### config.mk
export PLATFORM = sky130hd
export DESIGN_NAME = dtg_param_flat
export DESIGN_NICKNAME = d
export VERILOG_FILES = /design/src/rtl/dtg_param_if.sv /design/src/rtl/dtg_param.sv /design/src/flat_wrapper.sv
export SDC_FILE = /design/constraint.sdc
export NUM_CORES = 1
export LEC_CHECK = 0
export CAP_MARGIN = 10
export CELL_PAD_IN_SITES_DETAIL_PLACEMENT = 1
export CELL_PAD_IN_SITES_GLOBAL_PLACEMENT = 2
export CORE_UTILIZATION = 34
export CTS_CLUSTER_DIAMETER = 60
export DETAILED_ROUTE_END_ITERATION = 10
export PLACE_DENSITY = 0.95
export SLEW_MARGIN = 20
export SYNTH_ARGS = -nofsm -noshare
export SYNTH_HDL_FRONTEND = slang
export SYNTH_SLANG_ARGS = --single-unit
### constraint.sdc
create_clock -name clock -period 3.8 [get_ports clock]
set_input_delay 0.38 -clock clock [delete_from_list [all_inputs] [get_ports clock]]
set_output_delay 0.38 -clock clock [all_outputs]
set_load 0.1 [all_outputs]
### src/rtl/dtg_param_if.sv
// Timing bus between the display timing generator and the pixel pipeline.
interface dtg_param_if #(
  parameter int CNT_W = 12,
  parameter int PIX_W = 32,
  parameter int FRM_W = 16
);
  logic             pix_en;
  logic             soft_restart;
  logic             horiz_sync;
  logic             vert_sync;
  logic             video_on;
  logic             hblank;
  logic             vblank;
  logic [CNT_W-1:0] pixel_row;
  logic [CNT_W-1:0] pixel_column;
  logic [PIX_W-1:0] pix_num;
  logic             line_start;
  logic             frame_start;
  logic [FRM_W-1:0] frame_count;

  modport master (
    input  pix_en, soft_restart,
    output horiz_sync, vert_sync, video_on, hblank, vblank,
           pixel_row, pixel_column, pix_num, line_start, frame_start, frame_count
  );

  modport slave (
    output pix_en, soft_restart,
    input  horiz_sync, vert_sync, video_on, hblank, vblank,
           pixel_row, pixel_column, pix_num, line_start, frame_start, frame_count
  );
endinterface

### src/rtl/dtg_param.sv
// Parametrised display timing generator: raster position, sync/blank decode,
// line/frame strobes, active-pixel index and frame counter, all registered.
//   state  | meaning
//   ST_PRE | after reset/soft restart; outputs at reset values, waiting for pix_en
//   ST_RUN | raster advancing one position per enabled cycle
module dtg_param #(
  parameter int H_ACTIVE  = 640,
  parameter int H_FP      = 16,
  parameter int H_SYNC    = 96,
  parameter int H_BP      = 48,
  parameter int V_ACTIVE  = 480,
  parameter int V_FP      = 10,
  parameter int V_SYNC    = 2,
  parameter int V_BP      = 33,
  parameter bit HSYNC_POL = 1'b0,
  parameter bit VSYNC_POL = 1'b0,
  parameter int CNT_W     = 12,
  parameter int PIX_W     = 32,
  parameter int FRM_W     = 16
) (
  input  logic         clock,
  input  logic         rst_n,
  dtg_param_if.master  vid
);

  localparam int H_TOTAL = H_ACTIVE + H_FP + H_SYNC + H_BP;
  localparam int V_TOTAL = V_ACTIVE + V_FP + V_SYNC + V_BP;

  if ((H_TOTAL - 1) >= (1 << CNT_W) || (V_TOTAL - 1) >= (1 << CNT_W)) begin : g_bad_cnt_w
    $error("dtg_param: CNT_W too narrow for H_TOTAL/V_TOTAL");
  end

  localparam logic [CNT_W-1:0] H_LAST   = CNT_W'(H_TOTAL - 1);
  localparam logic [CNT_W-1:0] V_LAST   = CNT_W'(V_TOTAL - 1);
  localparam logic [CNT_W-1:0] H_ACT_C  = CNT_W'(H_ACTIVE);
  localparam logic [CNT_W-1:0] V_ACT_C  = CNT_W'(V_ACTIVE);
  localparam logic [CNT_W-1:0] HS_FIRST = CNT_W'(H_ACTIVE + H_FP);
  localparam logic [CNT_W-1:0] HS_LAST  = CNT_W'(H_ACTIVE + H_FP + H_SYNC - 1);
  localparam logic [CNT_W-1:0] VS_FIRST = CNT_W'(V_ACTIVE + V_FP);
  localparam logic [CNT_W-1:0] VS_LAST  = CNT_W'(V_ACTIVE + V_FP + V_SYNC - 1);

  typedef enum logic {ST_PRE, ST_RUN} state_t;
  state_t state_q, state_d;

  logic [CNT_W-1:0] col_d, row_d;
  logic [PIX_W-1:0] pix_d;
  logic [FRM_W-1:0] fc_d;
  logic             ls_d, fs_d, von_d, hb_d, vb_d, hs_d, vs_d;
  logic             run_d;

  always_ff @(posedge clock or negedge rst_n) begin
    if (!rst_n) state_q <= ST_PRE;
    else        state_q <= state_d;
  end

  always_comb begin
    state_d = state_q;
    if (vid.soft_restart) state_d = ST_PRE;
    else if (vid.pix_en)  state_d = ST_RUN;
  end

  // Next-position computation plus decode of that position, so every
  // registered output describes the same raster point.
  always_comb begin
    col_d = vid.pixel_column;
    row_d = vid.pixel_row;
    pix_d = vid.pix_num;
    fc_d  = vid.frame_count;
    ls_d  = 1'b0;
    fs_d  = 1'b0;
    if (vid.soft_restart) begin
      col_d = '0;
      row_d = '0;
      pix_d = '0;
      fc_d  = '0;
    end else if (vid.pix_en) begin
      if (state_q == ST_PRE) begin
        col_d = '0;
        row_d = '0;
        pix_d = '0;
        ls_d  = 1'b1;
        fs_d  = 1'b1;
      end else begin
        if (vid.video_on) pix_d = vid.pix_num + PIX_W'(1);
        if (vid.pixel_column == H_LAST) begin
          col_d = '0;
          ls_d  = 1'b1;
          if (vid.pixel_row == V_LAST) begin
            row_d = '0;
            pix_d = '0;
            fc_d  = vid.frame_count + FRM_W'(1);
            fs_d  = 1'b1;
          end else begin
            row_d = vid.pixel_row + CNT_W'(1);
          end
        end else begin
          col_d = vid.pixel_column + CNT_W'(1);
        end
      end
    end

    // In the pre-start state the decodes stay at their reset levels.
    run_d = (state_d == ST_RUN);
    von_d = run_d && (col_d < H_ACT_C) && (row_d < V_ACT_C);
    hb_d  = run_d && (col_d >= H_ACT_C);
    vb_d  = run_d && (row_d >= V_ACT_C);
    hs_d  = (run_d && col_d >= HS_FIRST && col_d <= HS_LAST) ? HSYNC_POL : ~HSYNC_POL;
    vs_d  = (run_d && row_d >= VS_FIRST && row_d <= VS_LAST) ? VSYNC_POL : ~VSYNC_POL;
  end

  always_ff @(posedge clock or negedge rst_n) begin
    if (!rst_n) begin
      vid.pixel_column <= '0;
      vid.pixel_row    <= '0;
      vid.pix_num      <= '0;
      vid.frame_count  <= '0;
      vid.line_start   <= 1'b0;
      vid.frame_start  <= 1'b0;
      vid.video_on     <= 1'b0;
      vid.hblank       <= 1'b0;
      vid.vblank       <= 1'b0;
      vid.horiz_sync   <= ~HSYNC_POL;
      vid.vert_sync    <= ~VSYNC_POL;
    end else begin
      vid.pixel_column <= col_d;
      vid.pixel_row    <= row_d;
      vid.pix_num      <= pix_d;
      vid.frame_count  <= fc_d;
      vid.line_start   <= ls_d;
      vid.frame_start  <= fs_d;
      vid.video_on     <= von_d;
      vid.hblank       <= hb_d;
      vid.vblank       <= vb_d;
      vid.horiz_sync   <= hs_d;
      vid.vert_sync    <= vs_d;
    end
  end

endmodule

### src/flat_wrapper.sv
// flat-port wrapper written by rule: the top's interface ports become plain ports
module dtg_param_flat 
#(
  parameter int H_ACTIVE  = 640,
  parameter int H_FP      = 16,
  parameter int H_SYNC    = 96,
  parameter int H_BP      = 48,
  parameter int V_ACTIVE  = 480,
  parameter int V_FP      = 10,
  parameter int V_SYNC    = 2,
  parameter int V_BP      = 33,
  parameter bit HSYNC_POL = 1'b0,
  parameter bit VSYNC_POL = 1'b0,
  parameter int CNT_W     = 12,
  parameter int PIX_W     = 32,
  parameter int FRM_W     = 16
)
  (clock, rst_n, vid_pix_en, vid_soft_restart, vid_horiz_sync, vid_vert_sync, vid_video_on, vid_hblank, vid_vblank, vid_pixel_row, vid_pixel_column, vid_pix_num, vid_line_start, vid_frame_start, vid_frame_count);
  dtg_param_if #(.CNT_W(CNT_W), .PIX_W(PIX_W), .FRM_W(FRM_W)) vid_i ();
  input  logic clock;
  input  logic rst_n;
  input wire logic [$bits(vid_i.pix_en)-1:0] vid_pix_en;
  input wire logic [$bits(vid_i.soft_restart)-1:0] vid_soft_restart;
  output wire logic [$bits(vid_i.horiz_sync)-1:0] vid_horiz_sync;
  output wire logic [$bits(vid_i.vert_sync)-1:0] vid_vert_sync;
  output wire logic [$bits(vid_i.video_on)-1:0] vid_video_on;
  output wire logic [$bits(vid_i.hblank)-1:0] vid_hblank;
  output wire logic [$bits(vid_i.vblank)-1:0] vid_vblank;
  output wire logic [$bits(vid_i.pixel_row)-1:0] vid_pixel_row;
  output wire logic [$bits(vid_i.pixel_column)-1:0] vid_pixel_column;
  output wire logic [$bits(vid_i.pix_num)-1:0] vid_pix_num;
  output wire logic [$bits(vid_i.line_start)-1:0] vid_line_start;
  output wire logic [$bits(vid_i.frame_start)-1:0] vid_frame_start;
  output wire logic [$bits(vid_i.frame_count)-1:0] vid_frame_count;
  assign vid_i.pix_en = vid_pix_en;
  assign vid_i.soft_restart = vid_soft_restart;
  assign vid_horiz_sync = vid_i.horiz_sync;
  assign vid_vert_sync = vid_i.vert_sync;
  assign vid_video_on = vid_i.video_on;
  assign vid_hblank = vid_i.hblank;
  assign vid_vblank = vid_i.vblank;
  assign vid_pixel_row = vid_i.pixel_row;
  assign vid_pixel_column = vid_i.pixel_column;
  assign vid_pix_num = vid_i.pix_num;
  assign vid_line_start = vid_i.line_start;
  assign vid_frame_start = vid_i.frame_start;
  assign vid_frame_count = vid_i.frame_count;
  dtg_param #(.H_ACTIVE(H_ACTIVE), .H_FP(H_FP), .H_SYNC(H_SYNC), .H_BP(H_BP), .V_ACTIVE(V_ACTIVE), .V_FP(V_FP), .V_SYNC(V_SYNC), .V_BP(V_BP), .HSYNC_POL(HSYNC_POL), .VSYNC_POL(VSYNC_POL), .CNT_W(CNT_W), .PIX_W(PIX_W), .FRM_W(FRM_W)) u_core (.clock(clock), .rst_n(rst_n), .vid(vid_i));
endmodule
==> out/metrics.yaml, run 1 <==
outcome:
  outcome: "finished clean"
placement:
  routabilityCongestion: 0.8039
  place.port_buffers: 82
  place_hpwl_um: 8475
  post-place-cells: 691
timing:
  finalMaxSlewViolations: 0
  finalClockSkew_ns: 0.006477
  slew_headroom: 0.3240
  final_period_minus_worst_setup_slack_ns: 3.128
  max_freq_mhz: 319.6
  setup_tns_ns: 0
  worst_slew_pin_slew_ns: 1.011
  final_min_period_over_clock_period: 0.8233
  rsz_0062_raised_after_global_routing: "false"
  setup_viol: 0
  hold_viol: 0
logic_synthesis:
  synthesis.area_um2: 4242
  yosys_most_used_dff: "dfrtp_1"
  syn_inst: 453
  post_synthesis_sequential_element_count: 80
  postSynth.asyncResetShare: 1.000
  synthTopCellsByCount: "dfrtp_1 (78), nor2_1 (65), nand2_1 (38)"
  synth_enable_flop_cells: 0
  synth.lib_cells_used.distinct: 57
  synth.yosys.seq_area_share: 0.4726
  syn-num-nets: 462
  yosys.area.top_type: "dfrtp_1"
  most_frequently_used_cell_type_in_the_post_synthesis_netlist: "dfrtp_1"
  synthesis.yosys.warnings: 0
  postSynthAreaPerCell_um2: 9.363
  ys_top_cells_by_area: "dfrtp_1 (46%), nor2_1 (5.8%), xnor2_1 (5.4%), xor2_1 (3.9%), nand2_1 (3.4%)"
  post-synth-top-area-fraction: 0.4602
final_layout:
  flow.area_growth_from_synthesis_pct: 30.71
  design.final.nets: 543
  finish.cell_count_without_fillers: 707
  antenna_diodes: 0
  final_layout_size_suffix_gt1_frac: 0.07607
floorplanning:
  die_extent_in_y_um: 113.7
  initial_core_util: 0.3517
  die_area_um2: 12930
  floorplan.io_pins: 83
  die_x_um: 113.7
  standard_cell_rows: 40
  design.core.area_um2: 12060
clock_network:
  postCtsResizedCells: 0
  clock_pin_slew_of_the_registers_on_the_worst_case_setup_and_hold_paths_ns: 0.06
  cts_bufs_inserted: 9
  cts.sink_count: 80
  cts_tree: "built"
  clock_tree.root_cell: "clkbuf_16"
  cts_max_path_buffers: 2
  cts.htree.levels: 3
  clock_latency_ns: 0.34
  cts-hold-fix-buffers: 0
  cts_setup_buffers: 0
detailed_routing:
  met3_wirelength_um: 345
  firstDrtPassIters: 4
  highest_layer_used_for_signal_routing: "met4"
  met2RoutedLength_um: 6002
  vias_per_cell: 5.358
  drt_iter0_markers: 144
  post_route_antenna_net_violation_count: 0
  route.detailed.wl_per_inst_um: 16.96
  detailroute.via_count: 3788
  detail_route.wirelength.met1_um: 5459
  post-route-drc-count: 0
  totalWireLength_um: 11990
critical_path:
  arrival_ns: 3.38
  worstSetupEndpointType: "register"
  critical_path_required_ns: 4.05
  setup.worst_path.start_class: "register"
  path_max_fanout: 21
  worst-setup-path-type: "register to register"
power:
  reported_leakage_power_nw: 2.202
  share_clk_of_total_power: 0.489
  netSwitchingFraction: 0.2275
  worst_ir_drop_vdd_mv: 0.1722
  power.share.combinational: 0.058
  power_frac_seq: 0.453
  power.density_cell_area_nw_per_um2: 343.7
  switchingPower_w: 0.0004335
  internal-power_w: 0.001472
grt:
  total_congestion_overflow: 0
  antenna_violations_before_repair: 0
  first_global_vias: 3996
  grt_start_max_net_pins: 81
  grt_first_pass_wirelength_um: 20180
  grt_util_all_layers: 0.1992
job:
  max_cap_viol_count: 0
min_path:
  holdCritPathClass: "input pin to async pin"
[power by group through the flow]
stage                     Clock [W]  Sequential, W  Combinational [W]
final                      0.000931       0.000863           0.000111
after global placement            0       0.000879           0.000109
after detailed placement          0       0.000879           0.000112
after CTS                  0.000945       0.000863           0.000113
after floorplan                   0       0.000907          0.0000396
after global routing       0.000988       0.000863           0.000122
[metrics by stage]
stage	cell area (µm²)	hold slack, ns	total power, W	utilization	worst slack [ns]
detailed placement	5221	0.4843	0.0009908	0.4329	0.4268
finish	5544	0.06548	0.001905	0.4596	0.6715
CTS	5538	0.2730	0.001921	0.4591	0.7481
global route	5544	0.1511	0.001973	0.4596	0.5075
floorplan	4242	0.08441	0.0009463	-	0.8274
global placement	5221	0.4755	0.0009880	0.4329	0.5629
[area by class of cell]
class / count / area, µm²
fillers: 1397 / 6518
flip-flops and latches: 80 / 2004
clock inverters: 4 / 70.07
repair buffers: 86 / 852.1
well taps: 168 / 210.2
clock buffers: 12 / 246.5
multi-input cells: 350 / 2135
inverters: 7 / 26.28
[registers in the layout (all words and copies together) (netlist names)]
| register | count |
|---|---|
| u_core.vid.video_on | 1 |
| u_core.vid.horiz_sync | 1 |
| u_core.vid.frame_start | 1 |
| u_core.vid.pixel_row | 12 |
| u_core.vid.vblank | 1 |
| u_core.vid.frame_count | 16 |
| u_core.vid.vert_sync | 1 |
| u_core.state_q | 1 |
| u_core.vid.pixel_column | 12 |
| u_core.vid.hblank | 1 |
| u_core.vid.pix_num | 32 |
| u_core.vid.line_start | 1 |
[final timing paths]
check | from | slack (ns) | depth (start not counted) | to
min in group clock | u_core.vid.pix_num[31] | 0.48 | 1 | u_core.vid.pix_num[31]
hold / removal | rst_n | 0.07 | 1 | u_core.vid.pix_num[23]
max in group asynchronous | rst_n | 3.20 | 1 | u_core.vid.pixel_row[11]
hold reg to reg | u_core.vid.pix_num[31] | 0.48 | 1 | u_core.vid.pix_num[31]
setup reg to reg | u_core.vid.pixel_row[0] | 0.67 | 9 | u_core.vid.vert_sync
setup / recovery | u_core.vid.pixel_row[0] | 0.67 | 9 | u_core.vid.vert_sync
[routing by layer]
metal	GRT usage	vias to the layer above
li1	-	1770
met3	0.03029	14
met2	0.3447	68
met5	0	-
met1	0.2537	1936
met4	0.06842	0
[critical path: stages, from the launching register on]
cell      delay [ns]
dfrtp_1         0.43
inv_1           0.15
ha_1            0.17
nor4b_2         0.23
nand3_2         0.25
o21bai_2        0.78
nand2_1         0.11
a31oi_1         0.31
nand2_1         0.12
or4_1           0.48
[cell families after synthesis]
logic type	synth area share
AO/OA/AOI/OAI	0.09587
XOR/XNOR	0.09292
adder cells (fa/ha/maj)	0.01475
buffers and inverters	0.02478
flip-flops	0.4726
multiplexers	0.01091
AND/OR/NAND/NOR	0.2882
[layout by cell type, fill, tap and decap left out, drive strengths merged, types with 7 or more instances in the layout]
cell	instances
xor2	19
nand2	38
a21oi	20
clkbuf	12
nand3	28
inv	7
nand4	20
o21ai	33
xnor2	26
clkdlybuf4s50	81
dfrtp	78
nor3	16
and4	8
and3	12
nor2	65
and2	7
Note: power is estimated with default switching activity, not from simulation.
==> run 2: changes to the inputs <==
CORE_UTILIZATION = 32   (was 34)
PLACE_DENSITY = 0.91   (was 0.95)
clock period = 2.9 ns   (was 3.8 ns; I/O delays follow)
==> out/metrics.yaml, run 2 (same netlist as run 1, synthesis figures left out) <==
outcome:
  outcome: "finished clean"
final_layout:
  layout_commonest_cell: "buf_4"
  biggest_registers_after_layout: "u_core.vid.pix_num: 32 flops, u_core.vid.frame_count: 16 flops"
  multi_input_area_um2: 2137
  fillers: 1471
  design.final.nets: 552
  registers.top_by_ff_count: "u_core.vid.pix_num"
  largest_register_ff_count: 32
  final_layout_size_suffix_gt1_frac: 0.2372
  most-common-layout-cells: "buf_4 (91), dfrtp_1 (76), nor2_1 (65), nand2_1 (38), o21ai_0 (28)"
  antenna_diodes: 0
  regArea_um2: 2007
  flow.area_growth_from_synthesis_pct: 27.76
clock_network:
  clock_latency_ns: 0.34
  clock_pin_slew_of_the_registers_on_the_worst_case_setup_and_hold_paths_ns: 0.06
  cts.sink_count: 80
  cts_max_path_buffers: 2
  cts_bufs_inserted: 9
  cts_setup_buffers: 0
  clock_tree.root_cell: "clkbuf_16"
  cts_tree: "built"
  cts.htree.levels: 3
critical_path:
  worstSetupEndpointType: "register"
  top_family_by_delay_on_critical_path: "simple AND/OR/NAND/NOR gates"
  critical_path.cell_chain: "ha_1 > and4_2 > nand3_4 > or2_2 > nor2b_1 > nand2_1 > nor2_1 > o22a_1"
  critical_path_required_ns: 3.17
  worstPathBufferInverterCount: 0
  setup.worst_path.start_class: "register"
  worst-setup-path-type: "register to register"
  max_stage_delay_ns: 0.70
  arrival_ns: 2.96
  path_max_fanout: 14
  cpMaxStageDelayCell: "nor2b_1"
job:
  max_cap_viol_count: 0
floorplanning:
  die_area_um2: 13720
  initial_core_util: 0.3321
  die_x_um: 117.1
  design.core.area_um2: 12770
  floorplan.io_pins: 83
  standard_cell_rows: 41
  die_extent_in_y_um: 117.1
timing:
  final_critical_path_setup_slack_ns: 0.2083
  worst_slew_pin_slew_ns: 0.8762
  final_min_period_over_clock_period: 0.9282
  hold_viol: 0
  setup_tns_ns: 0
  rsz_0062_raised_after_global_routing: "false"
  finalClockSkew_ns: 0.007615
  setup_viol: 0
  max_freq_mhz: 371.5
  slew_headroom: 0.4147
  worst_hold_slack_ns: 0.4747
  finalMaxSlewViolations: 0
  final_period_minus_worst_setup_slack_ns: 2.692
placement:
  place_hpwl_um: 8738
  placement.setup.worst_slack_ns: 0.2031
  routabilityCongestion: 0.8495
  place.port_buffers: 82
detailed_routing:
  vias_per_cell: 5.218
  detailroute.via_count: 3757
  post-route-drc-count: 0
  route.detailed.wl_per_inst_um: 16.90
  drt_iter0_markers: 157
  totalWireLength_um: 12170
  firstDrtPassIters: 4
  post_route_antenna_net_violation_count: 0
grt:
  first_global_vias: 3980
  antenna_violations_before_repair: 0
  grt_start_max_net_pins: 43
  grt_first_pass_wirelength_um: 19950
  grt_util_all_layers: 0.1908
  total_congestion_overflow: 0
power:
  reported_leakage_power_nw: 2.397
  power.density_cell_area_nw_per_um2: 451.2
  worst_ir_drop_vdd_mv: 0.2897
min_path:
  holdCritPathClass: "input pin to async pin"
==> run 2: cell count changes in the layout (fill, tap and decap cells not counted) <==
cell and delta:
dfrtp_1 -2, clkbuf_8 +1, bufinv_16 -1, dlygate4sd3_1 +1
clkdlybuf4s50_1 -79, dfrtp_2 +2, nor3_1 -1, nor2_2 -1
buf_12 +1, buf_6 -1, nor3_2 +1, nor2_1 +1
buf_4 +87
==> run 2: what timing repair did <==
action / in CTS / in global routing
resized for setup: 0 / 1
hold buffers: 1 / 0
endpoints found under the setup margin: 0 / 1
hold endpoints to repair: 37 / 0
==> run 2: layout make-up <==
| type | count | area share |
|---|---|---|
| Timing Repair Buffer | 95 | 0.1353 |
| Tap cell | 172 | 0.03971 |
| Sequential cell | 80 | 0.3704 |
| Multi-Input combinational cell | 350 | 0.3944 |
| Clock inverter | 3 | 0.007389 |
| Clock buffer | 13 | 0.04803 |
| Inverter | 7 | 0.004849 |
==> run 2: final timing paths <==
kind | startpoint | to | slack [ns] | cells past startpoint
worst max-delay path | u_core.vid.pixel_column[0] | u_core.vid.pix_num[18] | 0.21 | 8
worst min-delay path | rst_n | u_core.vid.pix_num[27] | 0.47 | 2
worst max register to register | u_core.vid.pixel_column[0] | u_core.vid.pix_num[18] | 0.21 | 8
worst min register to register | u_core.vid.pix_num[31] | u_core.vid.pix_num[31] | 0.49 | 1
max in group asynchronous | rst_n | u_core.vid.horiz_sync | 1.73 | 3
min in group clock | u_core.vid.pix_num[31] | u_core.vid.pix_num[31] | 0.49 | 1
==> run 2: per-layer routing <==
metal	GRT usage	vias up	wire length [µm]
li1	-	1785	-
met1	0.2505	1888	5765
met2	0.3105	65	5803
met3	0.03244	19	352
met4	0.08354	0	244
met5	0	-	0
==> run 2: report_power, final <==
group	total [W]	internal (W)	switching [W]
logic	0.000154	0.0000353	0.000118
registers	0.00113	0.00112	0.00000933
clock network	0.00116	0.000712	0.000447
total	0.00245	0.00187	0.000575
==> run 2: per-stage QoR <==
stage	total power [W]	area (µm²)	std cells	utilization
after floorplan	0.001240	4244	453	-
after global placement	0.001305	5104	703	0.3995
after detailed placement	0.001309	5104	703	0.3995
after CTS	0.002481	5414	720	0.4238
after global routing	0.002538	5419	720	0.4242
final	0.002445	5419	720	0.4242
==> run 2: worst register-to-register path, stage by stage, from the launching register on <==
cell	delay (ns)
dfrtp_2	0.43
ha_1	0.24
and4_2	0.30
nand3_4	0.20
or2_2	0.18
nor2b_1	0.70
nand2_1	0.23
nor2_1	0.16
o22a_1	0.18
